$ cat src/rtl/disp_pkg.sv
// Shared types and constants for the multiplexed 7-segment display driver.
package disp_pkg;

   typedef enum logic {
      ST_BLANK = 1'b0,
      ST_DRIVE = 1'b1
   } state_t;

   localparam logic [6:0] SEG_OFF = 7'h7F;
   localparam logic [3:0] AN_OFF  = 4'hF;

   // Active-low {g,f,e,d,c,b,a} patterns for hex digits 0..F.
   localparam logic [6:0] SEG_TABLE [16] = '{
      7'h40, 7'h79, 7'h24, 7'h30,
      7'h19, 7'h12, 7'h02, 7'h78,
      7'h00, 7'h10, 7'h08, 7'h03,
      7'h46, 7'h21, 7'h06, 7'h0E
   };

endpackage

$ cat src/rtl/hex_to_7seg.sv
// Combinational nibble to active-low segment pattern decoder.
module hex_to_7seg
   import disp_pkg::*;
(
   input  logic [3:0] nibble,
   output logic [6:0] seg_o
);

   assign seg_o = SEG_TABLE[nibble];

endmodule

$ cat src/rtl/display_mux_7seg.sv
// 4-digit common-anode 7-segment scanner with valid/ready input and
// frame-aligned commit of buffered values.
//
// state    | meaning
// ST_BLANK | dead time, all anodes off
// ST_DRIVE | digit idx driven (unless leading-zero blanked)
module display_mux_7seg
   import disp_pkg::*;
#(
   parameter int unsigned DRIVE_CYCLES = 99000,
   parameter int unsigned BLANK_CYCLES = 1000
) (
   input  logic        clk,
   input  logic        rst,
   input  logic        valid_i,
   input  logic [15:0] value_i,
   input  logic [3:0]  dp_i,
   input  logic        blank_lz_i,
   output logic        ready_o,
   output logic [3:0]  an_o,
   output logic [6:0]  seg_o,
   output logic        dp_o
);

   localparam int unsigned MAX_CYCLES =
      (DRIVE_CYCLES > BLANK_CYCLES) ? DRIVE_CYCLES : BLANK_CYCLES;
   localparam int CNT_W = $clog2(MAX_CYCLES + 1);
   localparam logic [CNT_W-1:0] BLANK_TC = CNT_W'(BLANK_CYCLES);
   localparam logic [CNT_W-1:0] DRIVE_TC = CNT_W'(DRIVE_CYCLES);
   localparam logic [CNT_W-1:0] CNT_ONE  = CNT_W'(1);

   state_t           state_q, state_n;
   logic [CNT_W-1:0] cnt_q, cnt_n;
   logic [1:0]       idx_q, idx_n;
   logic             commit;
   logic             transfer;

   logic [15:0] pend_value_q;
   logic [3:0]  pend_dp_q;
   logic        pend_lz_q;
   logic        pend_full_q, pend_full_n;

   logic [15:0] disp_value_q;
   logic [3:0]  disp_dp_q;
   logic        disp_lz_q;

   logic [3:0]  nibble;
   logic [6:0]  seg_dec;
   logic        lz_blank;
   logic [3:0]  an_n;
   logic [6:0]  seg_n;
   logic        dp_n;

   // Entry into a state loads 1 so each state lasts exactly its terminal
   // count; the reset value 0 makes the first BLANK after reset equally long
   // when counted from the release edge.
   always_comb begin
      state_n = state_q;
      cnt_n   = cnt_q + CNT_ONE;
      idx_n   = idx_q;
      commit  = 1'b0;
      if (state_q == ST_BLANK) begin
         if (cnt_q == BLANK_TC) begin
            state_n = ST_DRIVE;
            cnt_n   = CNT_ONE;
         end
      end else begin
         if (cnt_q == DRIVE_TC) begin
            state_n = ST_BLANK;
            cnt_n   = CNT_ONE;
            idx_n   = idx_q + 2'd1;
            commit  = (idx_q == 2'd3) && pend_full_q;
         end
      end
   end

   assign transfer    = valid_i && ready_o;
   assign pend_full_n = transfer || (pend_full_q && !commit);

   assign nibble = disp_value_q[{idx_q, 2'b00} +: 4];

   hex_to_7seg u_dec (
      .nibble (nibble),
      .seg_o  (seg_dec)
   );

   always_comb begin
      lz_blank = 1'b0;
      if (disp_lz_q) begin
         case (idx_q)
            2'd1:    lz_blank = (disp_value_q[15:4] == 12'h000);
            2'd2:    lz_blank = (disp_value_q[15:8] == 8'h00);
            2'd3:    lz_blank = (disp_value_q[15:12] == 4'h0);
            default: lz_blank = 1'b0;
         endcase
      end
   end

   // idx and display only change on DRIVE->BLANK, so a DRIVE next state
   // always uses the current idx and display contents.
   always_comb begin
      an_n  = AN_OFF;
      seg_n = SEG_OFF;
      dp_n  = 1'b1;
      if (state_n == ST_DRIVE && !lz_blank) begin
         an_n  = ~(4'b0001 << idx_q);
         seg_n = seg_dec;
         dp_n  = ~disp_dp_q[idx_q];
      end
   end

   always_ff @(posedge clk) begin
      if (!rst) begin
         state_q      <= ST_BLANK;
         cnt_q        <= '0;
         idx_q        <= 2'd0;
         pend_value_q <= 16'h0000;
         pend_dp_q    <= 4'h0;
         pend_lz_q    <= 1'b0;
         pend_full_q  <= 1'b0;
         disp_value_q <= 16'h0000;
         disp_dp_q    <= 4'h0;
         disp_lz_q    <= 1'b0;
         ready_o      <= 1'b0;
         an_o         <= AN_OFF;
         seg_o        <= SEG_OFF;
         dp_o         <= 1'b1;
      end else begin
         state_q     <= state_n;
         cnt_q       <= cnt_n;
         idx_q       <= idx_n;
         pend_full_q <= pend_full_n;
         if (transfer) begin
            pend_value_q <= value_i;
            pend_dp_q    <= dp_i;
            pend_lz_q    <= blank_lz_i;
         end
         if (commit) begin
            disp_value_q <= pend_value_q;
            disp_dp_q    <= pend_dp_q;
            disp_lz_q    <= pend_lz_q;
         end
         ready_o <= !pend_full_n;
         an_o    <= an_n;
         seg_o   <= seg_n;
         dp_o    <= dp_n;
      end
   end

endmodule
$ cat config.mk
export PLATFORM = sky130hd
export DESIGN_NAME = display_mux_7seg
export DESIGN_NICKNAME = d
export VERILOG_FILES = /design/src/rtl/disp_pkg.sv /design/src/rtl/hex_to_7seg.sv /design/src/rtl/display_mux_7seg.sv
export SDC_FILE = /design/constraint.sdc
export NUM_CORES = 1
export LEC_CHECK = 0
export ABC_AREA = 1
export BUFFER_PORTS_ARGS = -buffer_cell sky130_fd_sc_hd__buf_2
export CAP_MARGIN = 10
export CORE_UTILIZATION = 40
export CTS_CLUSTER_DIAMETER = 30
export DETAILED_ROUTE_END_ITERATION = 12
export PLACE_DENSITY_LB_ADDON = 0.05
export SYNTH_ARGS = -nofsm -noshare
export SYNTH_HDL_FRONTEND = slang
export SYNTH_SLANG_ARGS = --single-unit
$ cat constraint.sdc
create_clock -name clk -period 1.8 [get_ports clk]
set_clock_uncertainty 0.1 [all_clocks]
set_input_delay 0.36 -clock clk [delete_from_list [all_inputs] [get_ports clk]]
set_output_delay 0.36 -clock clk [all_outputs]
set_load 0.03 [all_outputs]
==> impl_results.rst, run 1 <==
.. list-table::
   :header-rows: 1

   * - Metric
     - Value
   * - Portion of synthesized cell area occupied by the leading cell type
     - 42.8%
   * - Starting DRT DRC Count
     - 99
   * - Largest net degree at the start of global routing
     - 45
   * - Estimated wirelength of the detail-placed design
     - 5.53 mm
   * - Layout Area Growth over Synthesis
     - 18.4%
   * - Worst r2r src
     - disp_value_q[13]$_SDFFE_PN0P_
   * - Initial Util
     - about two fifths
   * - Seq/Total Area, Yosys
     - ~43%
   * - Net switching power figure
     - between 0.7 and 0.8 mW
   * - Fin crit period
     - between 1500 and 2000 ps
   * - Residual overflow from global routing
     - 0
   * - First-pass GRT wire length
     - 12.9 mm
   * - Row Count
     - 34
   * - TritonCTS clock tree
     - done
   * - Reg clk slew, reported paths
     - approximately 90 ps
   * - Finished Core Util
     - ~48%
   * - Static leakage
     - 1.98 nW
   * - Final Routed Wirelength
     - about 8 mm
   * - Worst hold margin
     - 156 ps
   * - Post-DRT Antenna Nets
     - 0
   * - Final number of max-transition violations
     - 0
   * - Max-cap violation count
     - 0
   * - Fraction of the mapped netlist area in simple logic gates
     - a little over a third
   * - Die outline width
     - just under 100 um
   * - Synth Area per Inst
     - ~7 sq um
   * - Area of all placed cells without fillers
     - approximately 4200 sq um
   * - Gp weighted congestion
     - between 0.8 and 0.9
   * - Yosys synthesis warning count
     - 0
   * - Min setup slack post-route
     - 105 ps
   * - Cell count after synthesis
     - between 500 and 600
   * - Instance area after placement
     - approximately 3900 sq um
   * - Number of optimization iterations in the first detailed-route pass
     - 8
   * - Total die area
     - around 9300 sq um
   * - All-layer global routing usage
     - approximately 18%
   * - Finished Layout Cells
     - just under 700
   * - Crit path DAT
     - 1840 ps
   * - Total power
     - roughly 3.4 mW
   * - Setup WS pre-CTS
     - approximately 39 ps
   * - Fill cell total of the finished layout
     - between 900 and 1000
   * - Final Net Count
     - around 600
   * - Clock tree sinks
     - 76
   * - Ratio of routed vias to standard cells
     - 4.54
   * - Flops & latches, synth
     - 76
   * - Critical path type
     - flop to flop
   * - Final number of setup-violating endpoints
     - 0
   * - Dominant combinational cell family by area after synthesis
     - simple AND/OR/NAND/NOR gates
   * - Clock network fraction of design power
     - roughly 44%
   * - Post-Syn Nets
     - between 500 and 600
   * - Hold Crit Start
     - value_i[0]
   * - Complex-gate fraction of the synthesized area
     - 7.05%
   * - Summed instance area of the synthesized netlist
     - roughly 3600 sq um
   * - Fraction of layout instances using a drive strength above 1
     - between 10% and 20%
   * - N_diodes
     - 0
   * - Cell internal pwr
     - between 2 and 3 mW
   * - Number of port buffers
     - 36
   * - Failing checks
     - design-rule violations
   * - Fraction of synthesized cell area in xor and xnor cells
     - between 1.5 and 2%
   * - Share of the clock period used by the worst path
     - 94.2%
   * - Worst slew margin relative to its limit
     - a little under three fifths
   * - Residual DRC count
     - 1
   * - Adder-Cell Fraction of Synth Area
     - between 4 and 5%
   * - Number of antenna violations at the first check in global routing
     - 0
   * - Clk Tree Root Cell
     - sky130_fd_sc_hd__clkbuf_8
   * - Post-DR wirelength/cell
     - approximately 11 um
   * - Via count of the first global-routing pass
     - 2860
   * - R2R setup slack
     - about 100 ps
   * - Transition time at the pin with the least slew margin
     - 652 ps
   * - Maximum count of clock buffers along a single path
     - 2
   * - Crit. End Element
     - flop
   * - CP Max Fanout
     - 4
   * - Power density of the placed cells
     - ~800 nW/um^2
   * - Cells taking the most area after synthesis
     - sky130_fd_sc_hd__dfxtp_1 43%, sky130_fd_sc_hd__nand2_1 14%, sky130_fd_sc_hd__nor2_1 13%
   * - Highest achievable clock rate
     - slightly below 600 MHz
   * - Clk Latency, worst-skew pair
     - between 300 and 400 ps
   * - Share of synthesized area spent on multiplexers
     - 0%
   * - Setup TNS
     - 0 ps
   * - Via count
     - ~3100
   * - Worst min-delay path category
     - input pin to flop
   * - I/O pin total
     - 37
   * - Reg power frac
     - around half
   * - Die outline height
     - 96.2 um
   * - Library cell occupying the most area in the post-synthesis netlist
     - sky130_fd_sc_hd__dfxtp_1
   * - Comb power frac
     - between 4 and 5%
   * - Peak ir drop on the vdd network
     - roughly 0.36 mV
   * - Start point of the critical path
     - disp_value_q[13]$_SDFFE_PN0P_
   * - Critical path startpoint category
     - flop
   * - Fraction of power spent switching nets
     - ~22%
   * - Setup repair after global routing missed its margin
     - yes
   * - Count of endpoints failing hold in the final timing report
     - 0
   * - Area of the placeable core
     - ~8700 sq um
   * - TritonCTS Buffers
     - 9
   * - Worst path required time
     - between 1500 and 2000 ps
   * - Synth cell types
     - 27
   * - Cell count after placement
     - 668
   * - Result of the run
     - complete, but fails checks
   * - Htree depth
     - 3
## routing by layer
layer / part of all wire, % / vias to the layer above / track usage [%]
li1: - / 1707 / -
met4: 1.7 / 0 / 6.59
met3: 3.8 / 12 / 4.66
met5: 0 / - / 0
met2: 45 / 61 / 29.9
met1: 50 / 1333 / 23.1
## synthesized netlist by cell type
| cell | instances |
|---|---|
| sky130_fd_sc_hd__dfxtp_1 | 76 |
| sky130_fd_sc_hd__nand2_2 | 4 |
| sky130_fd_sc_hd__nand4_2 | 1 |
| sky130_fd_sc_hd__ha_1 | 13 |
| sky130_fd_sc_hd__clkinv_1 | 1 |
| sky130_fd_sc_hd__inv_1 | 53 |
| sky130_fd_sc_hd__nor2_1 | 120 |
| sky130_fd_sc_hd__xnor2_1 | 2 |
| sky130_fd_sc_hd__clkbuf_1 | 5 |
| sky130_fd_sc_hd__buf_6 | 5 |
| sky130_fd_sc_hd__nand3_1 | 21 |
| sky130_fd_sc_hd__a31oi_1 | 2 |
| sky130_fd_sc_hd__xor2_1 | 5 |
| sky130_fd_sc_hd__a21oi_1 | 11 |
| sky130_fd_sc_hd__buf_1 | 1 |
| sky130_fd_sc_hd__or2_0 | 1 |
| sky130_fd_sc_hd__nor2_4 | 1 |
| sky130_fd_sc_hd__nand2_1 | 131 |
| sky130_fd_sc_hd__nand4_1 | 4 |
| sky130_fd_sc_hd__inv_2 | 4 |
| sky130_fd_sc_hd__nor3_1 | 11 |
| sky130_fd_sc_hd__o21ai_0 | 34 |
| sky130_fd_sc_hd__nor2_2 | 5 |
| sky130_fd_sc_hd__buf_2 | 5 |
| sky130_fd_sc_hd__nand3_2 | 2 |
| sky130_fd_sc_hd__o21ai_1 | 1 |
| sky130_fd_sc_hd__o21bai_1 | 1 |
## area by class of cell
type                    count  area (sq um)  share of cell area, %
multi-input cells         370          1720                   40.9
repair buffers             57           367                   8.72
clock buffers              11           151                   3.60
clock inverters             5          83.8                   1.99
inverters                  58           218                   5.18
flip-flops and latches     76          1530                   36.4
well taps                 108           135                   3.22
## critical path, cell delays in order, from the launching register on
cell and delay [ps]:
sky130_fd_sc_hd__dfxtp_1 420, sky130_fd_sc_hd__a21oi_1 100, sky130_fd_sc_hd__o21ai_1 100, sky130_fd_sc_hd__nand2_2 110, sky130_fd_sc_hd__buf_4 150, sky130_fd_sc_hd__ha_1 230
sky130_fd_sc_hd__inv_1 100, sky130_fd_sc_hd__o21ai_0 90, sky130_fd_sc_hd__nand2_1 60, sky130_fd_sc_hd__nand2_1 40, sky130_fd_sc_hd__inv_1 40, sky130_fd_sc_hd__nand2_1 40
## flip-flops by register name, summed over array words and instances (netlist names)
register,cells
an_o,4
cnt_q,17
disp_dp_q,4
disp_lz_q,1
disp_value_q,16
dp_o,1
idx_q,2
pend_dp_q,4
pend_full_q,1
pend_lz_q,1
pend_value_q,16
ready_o,1
seg_o,7
state_q,1
## worst paths after layout
check	end	cells past startpoint
setup / recovery	seg_o[0]$_SDFF_PN1_	11
hold / removal	pend_value_q[0]$_SDFFE_PN0P_	3
setup reg to reg	seg_o[0]$_SDFF_PN1_	11
hold reg to reg	cnt_q[0]$_SDFF_PN0_	1
## repair_timing
action                     CTS  global route
resized for setup            0            13
hold buffers                 0             0
buffers inserted             0             1
setup endpoints to repair    0            36
## power by group through the flow
stage               clock [mW]  sequential, mW  combinational (mW)
finish                    1.50            1.75               0.148
global route              1.61            1.75               0.176
CTS                       1.54            1.75               0.152
detailed placement           0            1.79               0.151
global placement             0            1.79               0.150
floorplan                    0            1.79              0.0953
## cells in the final DEF, fill, tap and decap left out, types with 3 or more instances in the layout
| cell | synthesis | layout |
|---|---|---|
| sky130_fd_sc_hd__a21oi_1 | 11 | 11 |
| sky130_fd_sc_hd__nor3_1 | 11 | 11 |
| sky130_fd_sc_hd__ha_1 | 13 | 13 |
| sky130_fd_sc_hd__inv_2 | 4 | 5 |
| sky130_fd_sc_hd__nand2_2 | 4 | 8 |
| sky130_fd_sc_hd__nand3_1 | 21 | 21 |
| sky130_fd_sc_hd__dfxtp_1 | 76 | 73 |
| sky130_fd_sc_hd__nand2_1 | 131 | 127 |
| sky130_fd_sc_hd__xor2_1 | 5 | 5 |
| sky130_fd_sc_hd__o21ai_0 | 34 | 32 |
| sky130_fd_sc_hd__nand4_1 | 4 | 4 |
| sky130_fd_sc_hd__inv_1 | 53 | 52 |
| sky130_fd_sc_hd__nor2_1 | 120 | 119 |
| sky130_fd_sc_hd__o21ai_1 | 1 | 3 |
| sky130_fd_sc_hd__buf_2 | 5 | 36 |
| sky130_fd_sc_hd__clkbuf_8 | 0 | 11 |
| sky130_fd_sc_hd__nor2_2 | 5 | 6 |
| sky130_fd_sc_hd__buf_4 | 0 | 18 |
## cell families (layout without fill, tap and decap cells)
family / after synthesis / count (layout)
simple gates: 301 / 301
flops: 76 / 76
buf+inv: 74 / 131
compound gates: 49 / 49
fa+ha+maj: 13 / 13
xor+xnor: 7 / 7
(Power assumes the default switching activity.)
==> run 2, diff against run 1 <==
--- a/config.mk
+++ b/config.mk
@@ -8,6 +8,7 @@
 export ABC_AREA = 1
 export BUFFER_PORTS_ARGS = -buffer_cell sky130_fd_sc_hd__buf_2
 export CAP_MARGIN = 10
+export CORE_ASPECT_RATIO = 1.75
 export CORE_UTILIZATION = 40
 export CTS_CLUSTER_DIAMETER = 30
 export DETAILED_ROUTE_END_ITERATION = 12
==> impl_results.rst, run 2 (same netlist as run 1, synthesis figures left out) <==
.. list-table::
   :header-rows: 1

   * - Metric
     - Value
   * - Fraction of layout instances using a drive strength above 1
     - around 17%
   * - Hold-fix buffers at CTS
     - 0
   * - Cell internal pwr
     - between 2 and 3 mW
   * - Area of all placed cells without fillers
     - between 4000 and 5000 sq um
   * - Critical path type
     - flop to flop
   * - Power density of the placed cells
     - between 800 and 900 nW/um^2
   * - Post-DR wirelength/cell
     - 11.8 um
   * - R2R setup slack
     - ~120 ps
   * - CP max stage cell
     - sky130_fd_sc_hd__dfxtp_1
   * - Initial Util
     - 41.0%
   * - Crit. End Element
     - flop
   * - Final Net Count
     - 610
   * - Most used cells in the layout excluding fill and tap cells
     - 129 x sky130_fd_sc_hd__nand2_1, 119 x sky130_fd_sc_hd__nor2_1, 74 x sky130_fd_sc_hd__dfxtp_1
   * - Clock tree sinks
     - between 70 and 80
   * - Result of the run
     - finished clean
   * - Critical path's most frequent cell
     - sky130_fd_sc_hd__nor2_1
   * - First-pass GRT wire length
     - about 14 mm
   * - Number of optimization iterations in the first detailed-route pass
     - 4
   * - Fraction of power spent switching nets
     - between 20% and 30%
   * - Hold Crit Start
     - value_i[9]
   * - Die outline width
     - about 73 um
   * - N_diodes
     - 0
   * - Count of endpoints failing hold in the final timing report
     - 0
   * - Estimated wirelength of the detail-placed design
     - a little over 6 mm
   * - Final number of setup-violating endpoints
     - 0
   * - Via count
     - roughly 3200
   * - Clock network fraction of design power
     - 48.9%
   * - Post-DRT Antenna Nets
     - 0
   * - Finished Core Util
     - between 40% and 50%
   * - Residual DRC count
     - 0
   * - Finished Layout Cells
     - 694
   * - R2R depth
     - 10
   * - All-layer global routing usage
     - 19.4%
   * - Reg power frac
     - between 40% and 50%
   * - Fin crit period
     - ~1700 ps
   * - Delay contributed by the slowest stage of the critical path
     - 320 ps
   * - Layout Area Growth over Synthesis
     - 20.6%
   * - Largest register FFs
     - 17
   * - Worst r2r src
     - cnt_q[1]$_SDFF_PN0_
   * - Reg clk slew, reported paths
     - 60 ps
   * - Cell count after placement
     - roughly 680
   * - Ratio of routed vias to standard cells
     - approximately 4.6
   * - Clk Tree Root Cell
     - sky130_fd_sc_hd__clkbuf_16
   * - Max-cap violation count
     - 0
   * - Critical path startpoint category
     - flop
   * - Net switching power figure
     - ~0.75 mW
   * - Total die area
     - between 9000 and 10000 sq um
   * - Highest achievable clock rate
     - 595 MHz
   * - Number of antenna violations at the first check in global routing
     - 0
   * - Starting DRT DRC Count
     - ~140
   * - Endpoint of the worst register-to-register path
     - disp_value_q[12]$_SDFFE_PN0P_
   * - Number of port buffers
     - 36
   * - Gp weighted congestion
     - just under 0.9
   * - CP Max Fanout
     - 21
   * - Area of the placeable core
     - between 8000 and 9000 sq um
   * - Cell breakdown of the critical path
     - inv_1 > ha_1 > nand2_1 > nor2_2 > nand3_1 > nor2_4 > nand3_2 > buf_12 > nor2_1 > nor2_1
   * - Largest net degree at the start of global routing
     - 45
   * - Transition time at the pin with the least slew margin
     - roughly 640 ps
   * - Instance area after placement
     - a little under 4000 sq um
   * - Setup WS pre-CTS
     - -42.9 ps
   * - Hold Path Depth
     - 3
   * - Endpoint, Worst Hold
     - pend_value_q[9]$_SDFFE_PN0P_
   * - Comb power frac
     - under 10%
   * - I/O pin total
     - 37
   * - Peak ir drop on the vdd network
     - 0.639 mV
   * - Final number of max-transition violations
     - 0
   * - Share of the clock period used by the worst path
     - between 90 and 100%
   * - Final Routed Wirelength
     - approximately 8.2 mm
   * - Setup repair after global routing missed its margin
     - yes
   * - Die outline height
     - ~130 um
   * - Worst path required time
     - between 1500 and 2000 ps
   * - Residual overflow from global routing
     - 0
   * - Worst slew margin relative to its limit
     - ~57%
   * - Htree depth
     - 3
   * - TritonCTS Buffers
     - 9
   * - TritonCTS clock tree
     - done
   * - Largest register by flop count
     - cnt_q
   * - Worst min-delay path category
     - input pin to flop
   * - Static leakage
     - 2.01 nW
   * - Leading registers by flop count
     - cnt_q (17), disp_value_q (16), pend_value_q (16)
   * - Via count of the first global-routing pass
     - around 3000
   * - Min setup slack post-route
     - ~120 ps
   * - Most common cell after layout, fill and taps aside
     - sky130_fd_sc_hd__nand2_1
   * - Maximum count of clock buffers along a single path
     - 2
   * - Clk Latency, worst-skew pair
     - about 330 ps
   * - Crit path DAT
     - 1800 ps
   * - Row Count
     - 45
## run 2: how the worst max path moves through the flow
stage / to / start / slack [ps]
final: disp_value_q[12]$_SDFFE_PN0P_ / cnt_q[1]$_SDFF_PN0_ / 120
after global routing: seg_o[0]$_SDFF_PN1_ / idx_q[1]$_SDFFE_PN0P_ / -10
after CTS: seg_o[3]$_SDFF_PN1_ / idx_q[0]$_SDFFE_PN0P_ / 40
after detailed placement: seg_o[5]$_SDFF_PN1_ / idx_q[1]$_SDFFE_PN0P_ / -40
after global placement: seg_o[5]$_SDFF_PN1_ / idx_q[1]$_SDFFE_PN0P_ / -40
after floorplan: seg_o[0]$_SDFF_PN1_ / idx_q[0]$_SDFFE_PN0P_ / 90
## run 2: cell type report
cell class	count	area, sq um
Fill cell	955	4390
Multi-Input combinational cell	370	1730
Sequential cell	76	1520
Timing Repair Buffer	58	358
Clock buffer	14	274
Inverter	58	220
Tap cell	117	146
Clock inverter	1	30.0
## run 2: power groups by stage
stage | combinational, mW | clock, mW | sequential (mW)
3_5_place_dp | 0.155 | 0 | 1.79
6_report | 0.152 | 1.82 | 1.75
4_1_cts | 0.155 | 1.87 | 1.75
2_1_floorplan | 0.0953 | 0 | 1.79
5_1_grt | 0.174 | 1.94 | 1.75
3_3_place_gp | 0.152 | 0 | 1.79
## run 2: layer usage
metal	track usage (%)	vias up	routed length, um
li1	-	1708	-
met1	19.3	1388	3220
met2	36.4	62	4430
met3	3.26	23	268
met4	11.2	0	294
met5	0	-	0
## run 2: metrics by stage
step / hold slack [ps] / total power [mW] / TNS (ps)
after global routing: 182 / 3.86 / -26.7
after floorplan: 355 / 1.88 / 0
final: 177 / 3.72 / 0
after global placement: 366 / 1.94 / -61.3
after CTS: 169 / 3.77 / 0
after detailed placement: 374 / 1.94 / -108
## run 2: worst max-delay path, delay by kind of cell (launching register included)
family	cells	cell delay, ps
and+or+nand+nor	7	760
DFF	1	320
adders and majority gates	1	150
buffers and inverters	2	220
## run 2: timing repair
action                     in CTS  in global routing
setup buffers                   0                  2
resized for setup               5                  9
setup endpoints to repair      10                 42
pin swaps                       1                  4
